<file path="src/rtl/mem_pkg.sv">
// Shared types and constants for the mem_arbiter SRAM access controller.
package mem_pkg;

  typedef enum logic [1:0] {
    STATE_IDLE   = 2'd0,
    STATE_ACCESS = 2'd1,
    STATE_WAIT   = 2'd2
  } state_t;

  localparam int MAX_RD_LATENCY = 4;
  localparam int CNT_W          = $clog2(MAX_RD_LATENCY + 1);

endpackage

</file>
<file path="src/rtl/mem_arbiter_rr.sv">
// Round-robin arbiter: one-hot grant searched from pointer+1, pointer moves to the winner on update.
module rr_arbiter
  import mem_pkg::*;
#(
  parameter int N = 4
) (
  input  logic                 clk_i,
  input  logic                 rst_ni,
  input  logic [N-1:0]         req_i,
  input  logic                 update_i,
  output logic [N-1:0]         gnt_o,
  output logic [$clog2(N)-1:0] idx_o
);

  localparam int IDX_W = $clog2(N);

  logic [IDX_W-1:0] ptr_q;
  logic [IDX_W-1:0] ptr_d;
  logic [IDX_W-1:0] cand_s;
  logic             hit_s;
  logic             found_s;

  // First requester after the pointer wins; later candidates are masked by found_s.
  always_comb begin
    gnt_o   = '0;
    idx_o   = ptr_q;
    cand_s  = '0;
    hit_s   = 1'b0;
    found_s = 1'b0;
    for (int i = 1; i <= N; i++) begin
      cand_s        = IDX_W'((int'(ptr_q) + i) % N);
      hit_s         = req_i[cand_s] & ~found_s;
      gnt_o[cand_s] = hit_s;
      idx_o         = hit_s ? cand_s : idx_o;
      found_s       = found_s | hit_s;
    end
  end

  always_comb begin
    ptr_d = update_i ? idx_o : ptr_q;
  end

  always_ff @(posedge clk_i or negedge rst_ni) begin
    if (!rst_ni) begin
      ptr_q <= IDX_W'(N - 1);
    end else begin
      ptr_q <= ptr_d;
    end
  end

endmodule

</file>
<file path="src/rtl/mem_arbiter.sv">
// N-client single-port SRAM access controller: round-robin grant, one-cycle SRAM access,
// read data returned to the owner after RD_LATENCY cycles. Accesses never overlap.
module mem_arbiter
  import mem_pkg::*;
#(
  parameter int N_CLIENTS  = 4,
  parameter int ADDR_W     = 10,
  parameter int DATA_W     = 32,
  parameter int RD_LATENCY = 1
) (
  input  logic                              clk_i,
  input  logic                              rst_ni,
  input  logic [N_CLIENTS-1:0]              req_i,
  input  logic [N_CLIENTS-1:0]              we_i,
  input  logic [N_CLIENTS-1:0][ADDR_W-1:0]  addr_i,
  input  logic [N_CLIENTS-1:0][DATA_W-1:0]  wdata_i,
  output logic [N_CLIENTS-1:0]              gnt_o,
  output logic [N_CLIENTS-1:0]              rvalid_o,
  output logic [DATA_W-1:0]                 rdata_o,
  output logic                              busy_o,
  output logic                              mem_en_o,
  output logic                              mem_we_o,
  output logic [ADDR_W-1:0]                 mem_addr_o,
  output logic [DATA_W-1:0]                 mem_wdata_o,
  input  logic [DATA_W-1:0]                 mem_rdata_i
);

  localparam int IDX_W = $clog2(N_CLIENTS);

  if (N_CLIENTS < 2 || N_CLIENTS > 8) begin : g_bad_n_clients
    $error("mem_arbiter: N_CLIENTS must lie in 2..8");
  end
  if (RD_LATENCY < 1 || RD_LATENCY > MAX_RD_LATENCY) begin : g_bad_rd_latency
    $error("mem_arbiter: RD_LATENCY must lie in 1..MAX_RD_LATENCY");
  end

  state_t                state_q;
  state_t                state_d;
  logic [CNT_W-1:0]      cnt_q;
  logic [CNT_W-1:0]      cnt_d;
  logic                  we_q;
  logic                  we_d;
  logic [ADDR_W-1:0]     addr_q;
  logic [ADDR_W-1:0]     addr_d;
  logic [DATA_W-1:0]     wdata_q;
  logic [DATA_W-1:0]     wdata_d;
  logic [IDX_W-1:0]      owner_q;
  logic [IDX_W-1:0]      owner_d;

  logic [N_CLIENTS-1:0]  arb_req_s;
  logic [N_CLIENTS-1:0]  arb_gnt_s;
  logic [IDX_W-1:0]      arb_idx_s;
  logic                  grant_s;
  logic                  mem_en_s;
  logic                  rd_done_s;

  // Requests are only visible to the arbiter in IDLE, so no grant can leak out mid-access.
  assign arb_req_s = (state_q == STATE_IDLE) ? req_i : '0;
  assign grant_s   = |arb_gnt_s;

  rr_arbiter #(
    .N (N_CLIENTS)
  ) u_rr_arbiter (
    .clk_i    (clk_i),
    .rst_ni   (rst_ni),
    .req_i    (arb_req_s),
    .update_i (grant_s),
    .gnt_o    (arb_gnt_s),
    .idx_o    (arb_idx_s)
  );

  always_comb begin
    state_d = state_q;
    cnt_d   = cnt_q;
    we_d    = we_q;
    addr_d  = addr_q;
    wdata_d = wdata_q;
    owner_d = owner_q;
    case (state_q)
      STATE_IDLE: begin
        if (grant_s) begin
          state_d = STATE_ACCESS;
          we_d    = we_i[arb_idx_s];
          addr_d  = addr_i[arb_idx_s];
          wdata_d = wdata_i[arb_idx_s];
          owner_d = arb_idx_s;
        end else begin
          state_d = STATE_IDLE;
        end
      end
      STATE_ACCESS: begin
        if (we_q) begin
          state_d = STATE_IDLE;
          cnt_d   = '0;
        end else begin
          state_d = STATE_WAIT;
          cnt_d   = CNT_W'(RD_LATENCY);
        end
      end
      STATE_WAIT: begin
        // A zero count can only come from corruption; leave WAIT rather than underflow.
        if (cnt_q <= CNT_W'(1)) begin
          state_d = STATE_IDLE;
          cnt_d   = '0;
        end else begin
          state_d = STATE_WAIT;
          cnt_d   = cnt_q - CNT_W'(1);
        end
      end
      default: begin
        state_d = STATE_IDLE;
        cnt_d   = '0;
      end
    endcase
  end

  always_ff @(posedge clk_i or negedge rst_ni) begin
    if (!rst_ni) begin
      state_q <= STATE_IDLE;
      cnt_q   <= '0;
      we_q    <= 1'b0;
      addr_q  <= '0;
      wdata_q <= '0;
      owner_q <= '0;
    end else begin
      state_q <= state_d;
      cnt_q   <= cnt_d;
      we_q    <= we_d;
      addr_q  <= addr_d;
      wdata_q <= wdata_d;
      owner_q <= owner_d;
    end
  end

  // SRAM pins are decoded from the state register so reset clears them asynchronously.
  assign mem_en_s    = (state_q == STATE_ACCESS);
  assign rd_done_s   = (state_q == STATE_WAIT) && (cnt_q == CNT_W'(1));

  assign gnt_o       = arb_gnt_s;
  assign busy_o      = (state_q != STATE_IDLE);
  assign mem_en_o    = mem_en_s;
  assign mem_we_o    = mem_en_s & we_q;
  assign mem_addr_o  = mem_en_s ? addr_q : '0;
  assign mem_wdata_o = mem_en_s ? wdata_q : '0;
  assign rvalid_o    = rd_done_s ? (N_CLIENTS'(1) << owner_q) : '0;
  assign rdata_o     = rd_done_s ? mem_rdata_i : '0;

endmodule

</file>
<file path="config.mk">
export PLATFORM = sky130hd
export DESIGN_NAME = mem_arbiter
export DESIGN_NICKNAME = d
export VERILOG_FILES = /design/src/rtl/mem_pkg.sv /design/src/rtl/mem_arbiter_rr.sv /design/src/rtl/mem_arbiter.sv
export SDC_FILE = /design/constraint.sdc
export NUM_CORES = 1
export LEC_CHECK = 0
export CORE_MARGIN = 4
export CORE_UTILIZATION = 37
export CTS_BUF_LIST = sky130_fd_sc_hd__clkbuf_4
export DETAILED_ROUTE_END_ITERATION = 10
export PLACE_DENSITY = 0.92
export SYNTH_ARGS = -nofsm -noshare
export SYNTH_HDL_FRONTEND = slang
export SYNTH_SLANG_ARGS = --single-unit
</file>
<file path="constraint.sdc">
create_clock -name clk_i -period 4.1 [get_ports clk_i]
set_input_delay 0.615 -clock clk_i [delete_from_list [all_inputs] [get_ports clk_i]]
set_output_delay 0.615 -clock clk_i [all_outputs]
set_load 0.03 [all_outputs]
</file>
---- After elaboration in Yosys (flattened, before gate mapping) ----
Index checks and enable logic that the tools add are counted.
cells by class
  shifts and indexed selects .............. 1
  order comparisons ....................... 10
  reductions and logical operators ........ 9
  add/subtract/negate cells ............... 5
  multiplexer cells ....................... 41
  equal/unequal tests ..................... 3
  bitwise operators ....................... 10
operator list
  kind                   number
  $mux W32               3
  $bmux W32 S2           1
  $bmux W10 S2           1
  $mux W10               2
  $lt A2 B3 Y1 const B   5
  $bwmux W4              3
  $mux W2                6
  $mux W1                11
  $bmux W1 S2            5
  $pmux W3 S3            1
  $demux W1 S2           4
  $ge A2 B1 Y1 const B   4
  $mux W4                2
  $pmux W2 S3            1
  $logic_and A1 B1 Y1    5
  $add A2 B1 Y2 const B  2
  $add A2 B2 Y2 const B  2
  $and A1 B1 Y1          4
  $and A4 B4 Y4          1
  $reduce_or A4 Y1       1
  $shl A1 B2 Y4 const A  1
  $eq A3 B1 Y1 const B   1
  $le A3 B1 Y1 const B   1
  $mux W3                1
  8 further kinds        11
storage, ports and cells
  output and inout bits ................... 85
  register bits ........................... 52
  bits of input ports ..................... 210
  word-level logic and storage cells ...... 86

---- Depth between registers and ports, before layout ----
Gate-level depths: netlist (run 1).
  depth after elaboration ................. 16
  depth in mapped cells ................... 11
  mapped depth without buffers ............ 9

---- Hierarchy ----
From an unflattened synthesis (run 1), not the netlist that was laid out.
unflattened totals
  cell total of the unflattened synthesis .. 352
  area, all modules ....................... 4,453.0 um^2
modules (own cells, without submodules)
  module       cells an instance  area an instance (um^2)  instances  seq. area each (um^2)
  mem_arbiter  278                3,808.7                  1          1,251.2
  rr_arbiter   74                 644.4                    1          52.6

---- Worst setup path after synthesis (run 1) ----
OpenSTA, ideal clock, no wires.
  kind .................................... reg-to-reg
  start ................................... reg u_rr_arbiter.ptr_q[0]
  end ..................................... reg addr_q[0]
  stages on the path, launching flop included .. 12
  period minus slack after synthesis ...... 3,503 ps
  path buffers ............................ 2
  slack ................................... 597 ps
  data required time ...................... 3,975 ps
  data arrival time ....................... 3,378 ps
  setup time .............................. 125 ps
  cells stage by stage .................... dfstp_2 > buf_6 > inv_1 > ha_1 > and4b_1 > or4_1 > nand4_1 > o221ai_2 > a2111oi_4 > nand3_4 > buf_4 > mux2_4
on the way
  word-level cells in the longest chain between the ends .. 14
  elaborated cells on any way between the ends .. 52
  those cells by class .................... add/sub: 4; order compare: 8; mux: 25; bitwise: 9; reduce/logical: 6
ends and longest elaborated chain
  element                                 line                  source
  start: declaration                      mem_arbiter_rr.sv:17  logic [IDX_W-1:0] ptr_q;
  start signal: assignment                mem_arbiter_rr.sv:45  ptr_q <= IDX_W'(N - 1);
  start signal: assignment                mem_arbiter_rr.sv:47  ptr_q <= ptr_d;
  $add A2 B1 Y2                           mem_arbiter_rr.sv:31  cand_s = IDX_W'((int'(ptr_q) + i) % N);
  $bmux W1 S2                             mem_arbiter_rr.sv:32  hit_s = req_i[cand_s] & ~found_s;
  $mux W1 (implied by the code)           mem_arbiter_rr.sv:32
  $not A1 Y1                              mem_arbiter_rr.sv:32
  $and A1 B1 Y1                           mem_arbiter_rr.sv:32
  $or A1 B1 Y1                            mem_arbiter_rr.sv:35  found_s = found_s | hit_s;
  $not A1 Y1                              mem_arbiter_rr.sv:32
  $and A1 B1 Y1                           mem_arbiter_rr.sv:32
  $or A1 B1 Y1                            mem_arbiter_rr.sv:35
  $not A1 Y1                              mem_arbiter_rr.sv:32
  $and A1 B1 Y1                           mem_arbiter_rr.sv:32
  $bwmux W4 (*)                           mem_arbiter_rr.sv:33  gnt_o[cand_s] = hit_s;
  named net gnt_o[0]                      mem_arbiter.sv:17     output logic [N_CLIENTS-1:0] gnt_o,
  $reduce_or A4 Y1 (*)                    mem_arbiter.sv:59     assign grant_s = |arb_gnt_s;
  $reduce_and A2 Y1 (no source line) (*)  n/a
  end signal: assignment                  mem_arbiter.sv:129    addr_q <= addr_d;
  end: declaration                        mem_arbiter.sv:43     logic [ADDR_W-1:0] addr_q;
Mark *: on every way through the listed nets, which the timed path passes. The rest lies on a longest branch. The select of a mux whose other input is x is not followed.
A chain may end at the register's enable or synchronous reset.

---- Worst setup path after layout (run 1) ----
  start ................................... reg u_rr_arbiter.ptr_q[1]
  end ..................................... out gnt_o[2]
on the way
  word-level cells in the longest chain between the ends .. 12
  elaborated cells on any way between the ends .. 44
  those cells by class .................... add/sub: 4; order compare: 8; mux: 19; bitwise: 9; reduce/logical: 4
ends and longest elaborated chain
  element                        line
  $add A2 B1 Y2                  mem_arbiter_rr.sv:31
  $bmux W1 S2                    mem_arbiter_rr.sv:32
  $mux W1 (implied by the code)  mem_arbiter_rr.sv:32
  $not A1 Y1                     mem_arbiter_rr.sv:32
  $and A1 B1 Y1                  mem_arbiter_rr.sv:32
  $or A1 B1 Y1                   mem_arbiter_rr.sv:35
  $not A1 Y1                     mem_arbiter_rr.sv:32
  $and A1 B1 Y1                  mem_arbiter_rr.sv:32
  $or A1 B1 Y1                   mem_arbiter_rr.sv:35
  $not A1 Y1                     mem_arbiter_rr.sv:32
  $and A1 B1 Y1                  mem_arbiter_rr.sv:32
  $bwmux W4 (*)                  mem_arbiter_rr.sv:33
  end: declaration               mem_arbiter.sv:17
Mark *: on every way between the ends. The rest lies on a longest branch, timed or not. The select of a mux whose other input is x is not followed.

==> results of run 1 <==
-- synth_stat cells (all sizes together), types with 2 or more instances --
cell type	number	area share (%)
a2111oi	2	0.99
nor2b	3	0.44
mux4	43	23
nor3	2	0.23
a31oi	2	0.29
nor4bb	2	0.47
and3b	2	0.41
inv	17	1.5
and2	76	11
nand3	6	0.99
nand2b	4	0.58
a211o	2	0.41
nor2	8	0.70
o21ai	8	0.93
nand2	9	0.79
ha	14	4.1
a21oi	8	0.93
and3	3	0.44
buf	9	1.9
clkbuf	14	1.2
mux2	43	12
dfrtp	50	29
mux2i	7	1.8
dfstp	2	1.2
xnor2	2	0.58
o22ai	4	0.58
o31ai	2	0.47
a221oi	2	0.82
-- logic make-up (layout without fill, tap and decap cells) --
group	Yosys count	count (layout)	share of synthesized area (%)
xor+xnor	2	2	0.584
compound gates	36	36	6.74
flops	52	52	30.4
fa+ha+maj	14	14	4.08
simple gates	120	120	17.0
mux	93	93	36.6
buf+inv	40	336	4.61
-- power groups by stage --
stage               logic, uW  registers, uW  clock network [uW]
detailed placement       5930           1020                   0
global route             6310           1020                 338
floorplan                4430            957                   0
finish                   5910            992                 307
CTS                      5950           1000                 319
global placement         5780            985                   0
-- per-stage QoR --
step / hold slack, ns / util [%] / instances / total power (uW)
after floorplan: 0.319 / - / 357 / 5390
after global placement: 0.481 / 65.2 / 784 / 6770
after detailed placement: 0.485 / 65.2 / 784 / 6940
after CTS: 0.353 / 66.0 / 793 / 7270
after global routing: 0.361 / 66.2 / 796 / 7660
final: 0.333 / 66.2 / 796 / 7210
-- flip-flops by register name, summed over array words and instances (netlist names) --
signal              cells
wdata_q                32
addr_q                 10
cnt_q                   3
owner_q                 2
state_q                 2
u_rr_arbiter.ptr_q      2
we_q                    1
-- area by class of cell --
class / count / area share [%]
repair buffers: 311 / 40.9
multi-input cells: 265 / 37.4
flip-flops and latches: 52 / 17.3
well taps: 143 / 2.38
inverters: 17 / 0.848
clock buffers: 6 / 0.598
clock inverters: 2 / 0.515
-- critical path: stages (launching register included) --
cell and delay, ns:
dfstp_2 0.60, inv_1 0.12, ha_1 0.41, and4b_1 0.22, or4_1 0.55, nand2_1 0.15
a21oi_1 0.06, o31ai_2 0.30, inv_1 0.07, dlygate4sd2_1 0.36
-- final timing paths --
| path | slack [ns] | endpoint | depth (start not counted) |
|---|---|---|---|
| setup / recovery | 0.30 | gnt_o[2] | 9 |
| hold / removal | 0.33 | wdata_q[21] | 2 |
| setup reg to reg | 0.56 | wdata_q[4] | 9 |
| hold reg to reg | 0.52 | wdata_q[5] | 1 |
| max in group asynchronous | 3.28 | cnt_q[0] | 2 |
| min in group clk_i | 0.52 | wdata_q[5] | 1 |
-- cell usage in the layout (no fill, tap or decap), types with 2 or more instances in the layout --
master,netlist,layout
clkbuf_4,0,6
dlymetal6s2s_1,0,2
mux4_2,43,43
ha_1,14,14
nand2_1,9,9
nand3_1,5,5
buf_4,2,16
a211o_1,2,2
nor3_1,2,2
nor4bb_1,2,2
and3_1,3,3
a31oi_1,2,2
mux2_2,33,33
nand2b_1,4,4
mux2i_1,5,5
o22ai_1,4,4
mux2i_2,2,2
dfrtp_1,50,50
nor2_1,8,8
dlygate4sd2_1,0,2
dfstp_2,2,2
o21ai_0,8,8
inv_1,17,17
clkdlybuf4s50_1,0,289
and2_1,76,76
and3b_1,2,2
nor2b_1,3,3
mux2_4,10,10
a21oi_1,8,8
-- per-layer routing --
metal / vias to the layer above / track usage [%] / part of all wire, %
met3: 23 / 4.65 / 6.8
li1: 1902 / - / -
met5: - / 0 / 0
met2: 156 / 41.4 / 53
met4: 0 / 5.03 / 1.9
met1: 2061 / 27.5 / 39
-- timing repair --
action,CTS,global route
pin swaps,1,0
setup endpoints to repair,2,3
hold buffers,0,0
gates cloned,0,0
resized for setup,2,2
setup buffers,1,3
==> out/results.ini, run 1 <==
[route]
first_pass_iters = 4
drcViolationCount = 0
vias = 4142
drtIter0Drc = 142
routed_wl_um = 15900
ant_nets = 0
viasPerCell = 5.20
wl_per_cell_um = 20.0

[timing]
tightest_slew_ns = 0.847
drv_slew = 0
finClkSkew_ns = 0.0234
setup_tns_ns = 0
max-slew-margin-rel_pct = 43.5
fin_crit_ns = 3.80
timing.final.ws_setup_ns = 0.296
setup_viol = 0
period_share_pct = 92.8
finalHoldViolCount = 0
rsz0062_at_grt = no
clock.fmax_mhz = 263

[placed_design]
placed_cell_area_um2 = 7410
numPortBuffers = 294
dp_slack_ns = 0.172
gp_congestion = 0.921
hpwlAfterDp_um = 13100

[clock_network]
clk_path_buf_depth = 2
clk_latency_ns = 0.37
cts.clk_slew.worst_paths_ns = 0.17
cts_htree_levels = 2
cts_tree = built
cts_made_buffers = 5
cts-root-buf = clkbuf_4
cts.sinks = 52

[floorplan]
core_area_um2 = 11400
dieArea_um2 = 13400
num_rows = 39
num_io_pins = 295
start_util_pct = 37.7
fp.dieW_um = 116
die_h_um = 116

[synth]
synth-seq-area-share_pct = 30.4
synth_cell_types = 48
synth.net_count = 581
synth_async_sr_flop_share_pct = 100
ys.flop_type = dfrtp_1
synth_area_per_cell_um2 = 12.0
syn_inst = 357
yosys_warnings = 0
synthesis.area_um2 = 4290
synth_seq_cells = 52
synth-edff-count = 0

[grt]
grt-ovfl-total = 0
grt_pass1_wl_um = 23700
grt_pass1_vias = 4394
grt_use_total_pct = 22.7
antenna_found_initial = 0
grt_start_max_net_pins = 53

[finish]
fin_area_um2 = 7530
register_area_um2 = 1300
final_nets = 876
fillers = 876
layout-drive-gt1-share_pct = 19.0
area_delta_synth_final_pct = 75.5
multi_input_area_um2 = 2820
antenna_cells = 0

[power_and_ir_drop]
p_leak_uw = 0.00302
p_comb_share_pct = 82.0
power_density_nw_per_um2 = 957
ir_drop_uv = 851
internal_power_uw = 4140
power_frac_clock_pct = 4.3
p_switching_uw = 3060
swShare_pct = 42.5
pwr-share-seq_pct = 13.8

[worst_setup_path]
crit_start = u_rr_arbiter.ptr_q[1]
critPathCaptureType = output pin
reg2reg_from = u_rr_arbiter.ptr_q[1]
worstSetupPathType = flip-flop to output pin
cp-start-kind = flip-flop
critical_path_required_ns = 3.48
cp_max_fo = 7
arrival_ns = 3.19

[hold_path]
hp-class = input port to async pin

[run]
maxCapViolCount = 0

[outcome]
status = finished clean

Power figures use the tool's default switching activity.
==> run 2, diff against run 1 <==
--- a/config.mk
+++ b/config.mk
@@ -5,11 +5,12 @@
 export SDC_FILE = /design/constraint.sdc
 export NUM_CORES = 1
 export LEC_CHECK = 0
+export ABC_AREA = 1
 export CORE_MARGIN = 4
-export CORE_UTILIZATION = 37
+export CORE_UTILIZATION = 40
 export CTS_BUF_LIST = sky130_fd_sc_hd__clkbuf_4
 export DETAILED_ROUTE_END_ITERATION = 10
-export PLACE_DENSITY = 0.92
+export PLACE_DENSITY = 0.91
 export SYNTH_ARGS = -nofsm -noshare
 export SYNTH_HDL_FRONTEND = slang
 export SYNTH_SLANG_ARGS = --single-unit
==> run 2 against run 1 <==
Net effect: flip-flop and latch count unchanged; clock skew decreased by 0.0051 ns; sequential power about the same; synthesized cell count increased to 2.6 times the previous value; core utilization decreased by 2.2 points; via count increased by 58%; count of clock-buffer cells in the layout unchanged; setup slack got worse by 0.034 ns; critical path depth unchanged.
==> out/results.ini, run 2 <==
[floorplan]
num_io_pins = 295
dieArea_um2 = 15000
start_util_pct = 41.1
fp.dieW_um = 122
die_h_um = 122
core_area_um2 = 12700
num_rows = 41

[grt]
grt_pass1_wl_um = 28800
grt_use_total_pct = 23.5
grt_pass1_vias = 6045
grt_start_max_net_pins = 87
grt-ovfl-total = 0
antenna_found_initial = 0

[clock_network]
cts.clk_slew.worst_paths_ns = 0.16
cts_setup_buffers = 0
cts.sinks = 52
cts_resized = 0
cts_hold_buf = 0
clk_latency_ns = 0.37
clk_path_buf_depth = 2
cts-root-buf = clkbuf_4
cts_made_buffers = 5
cts_htree_levels = 2
cts_tree = built

[timing]
drv_slew = 0
setup_viol = 0
fin_crit_ns = 3.84
setup_tns_ns = 0
finClkSkew_ns = 0.0184
finalHoldViolCount = 0
period_share_pct = 93.6
tightest_slew_ns = 0.956
rsz0062_at_grt = no
clock.fmax_mhz = 261
max-slew-margin-rel_pct = 36.3

[power_and_ir_drop]
p_comb_share_pct = 84.6
pwr-share-seq_pct = 12.5
ir_drop_uv = 1050
p_switching_uw = 5020
swShare_pct = 61.2
p_leak_uw = 0.00448
power_frac_clock_pct = 2.9
power_density_nw_per_um2 = 1010
internal_power_uw = 3190

[synth]
synth_seq_cells = 52
syn_inst = 926
synth_area_per_cell_um2 = 5.65
synth_top_area_share_pct = 34.0
synth_cell_types = 26
synthTopCellsByCount = nand2_1, nand3_1, inv_1, dfrtp_1, nor2_1
synthesis.area_um2 = 5230
synth.net_count = 1150
synth_async_sr_flop_share_pct = 100
ys.flop_type = dfrtp_1
synth-seq-area-share_pct = 24.9
synth_top_area_cell = nand2_1
synthTopCellsByArea = nand2_1, dfrtp_1, nand3_1, inv_1, ha_1
yosys_warnings = 0
yosysMostFrequentCell = nand2_1
synth-edff-count = 0

[worst_setup_path]
crit_buf_inv = 3
cp.depth = 9
critPathCaptureType = output pin
cp-start-kind = flip-flop
cp_max_fo = 13
path_delay_family = buffers and inverters
r2r_cells = 14
cp_slowest_stage_delay_ns = 0.76
arrival_ns = 3.22
worstSetupPathType = flip-flop to output pin
path_common_cell = nand2_1
crit_path_cell_trace = inv_6, ha_1, inv_1, nand3_1, nand2_1, nor2_2, nand4_1, nand2_1, clkdlybuf4s50_1
critical_path_required_ns = 3.48
slowest_stage = dfstp_2

[finish]
final_cells = 1350
largest_reg_flops = 32
fillers = 1154
final_nets = 1400
final_cell_mix = nand2_1, clkdlybuf4s50_1, nand3_1, inv_1, dfrtp_1
layout-drive-gt1-share_pct = 3.57
area_delta_synth_final_pct = 55.8
reg_top3 = wdata_q: 32 flops, addr_q: 10 flops, cnt_q: 3 flops
regMostFlops = wdata_q
final_common_cell = nand2_1

[route]
drcViolationCount = 0
ant_nets = 0
vias = 6561
first_pass_iters = 5
viasPerCell = 4.86
wl_per_cell_um = 13.9
drtIter0Drc = 446
routed_wl_um = 18700

[run]
maxCapViolCount = 0

[placed_design]
hpwlAfterDp_um = 13800
gp_congestion = 0.966
numPortBuffers = 294
numPlacedInstances = 1341

[outcome]
status = finished clean

[hold_path]
hp-class = input port to async pin

[run 2: area by class of cell]
class	count	area, um^2	share of cell area (%)
diodes	1	2.50	0.0307
clock buffers	6	45.0	0.553
clock inverters	2	11.3	0.138
inverters	96	365	4.49
multi-input cells	719	3180	39.0
flip-flops and latches	52	1300	16.0
well taps	172	215	2.64
repair buffers	302	3020	37.1
[run 2: through the flow]
stage | hold slack (ns) | util [%] | cell area, um^2 | setup WS [ns] | power [uW]
3_3_place_gp | 0.493 | 63.6 | 8090 | 0.751 | 7890
4_1_cts | 0.362 | 64.0 | 8140 | 0.276 | 8260
5_1_grt | 0.384 | 64.0 | 8140 | 0.0920 | 9160
6_report | 0.353 | 64.0 | 8140 | 0.263 | 8210
2_1_floorplan | 0.319 | - | 5230 | 1.53 | 6500
3_5_place_dp | 0.495 | 63.6 | 8090 | 0.707 | 8010
[run 2: kinds of logic after synthesis]
group | Yosys count | synth area share, %
simple gates | 692 | 55.7
buf+inv | 155 | 14.5
flops | 52 | 24.9
fa+ha+maj | 14 | 3.35
compound gates | 12 | 1.34
xor+xnor | 1 | 0.168
[run 2: routing by layer]
layer  share of wire, %  global-route usage, %
met5                  0                      0
met4                2.3                   6.02
met3                 11                   5.99
met2                 50                   43.7
met1                 37                   26.6
[run 2: path summary, 6_finish.rpt]
kind	slack, ns	end	from
max in group asynchronous	3.27	wdata_q[16]	rst_ni
min reg2reg	0.53	wdata_q[1]	wdata_q[1]
max reg2reg	0.84	wdata_q[2]	u_rr_arbiter.ptr_q[0]
min in group clk_i	0.53	wdata_q[1]	wdata_q[1]
max	0.26	gnt_o[1]	u_rr_arbiter.ptr_q[0]
min	0.35	wdata_q[0]	rst_ni
[run 2: power groups by stage]
stage / registers, uW / clock network [uW] / logic (uW)
floorplan: 979 / 0 / 5520
global placement: 1020 / 0 / 6870
detailed placement: 1030 / 0 / 6980
CTS: 1020 / 243 / 7000
global route: 1050 / 272 / 7840
finish: 1020 / 239 / 6950
==> run 3, diff against run 2 <==
--- a/config.mk
+++ b/config.mk
@@ -11,6 +11,7 @@
 export CTS_BUF_LIST = sky130_fd_sc_hd__clkbuf_4
 export DETAILED_ROUTE_END_ITERATION = 10
 export PLACE_DENSITY = 0.91
+export SETUP_SLACK_MARGIN = 0.02
 export SYNTH_ARGS = -nofsm -noshare
 export SYNTH_HDL_FRONTEND = slang
 export SYNTH_SLANG_ARGS = --single-unit
==> results of run 3 <==
The final DEF is identical to that of run 2; final timing and power are the same.
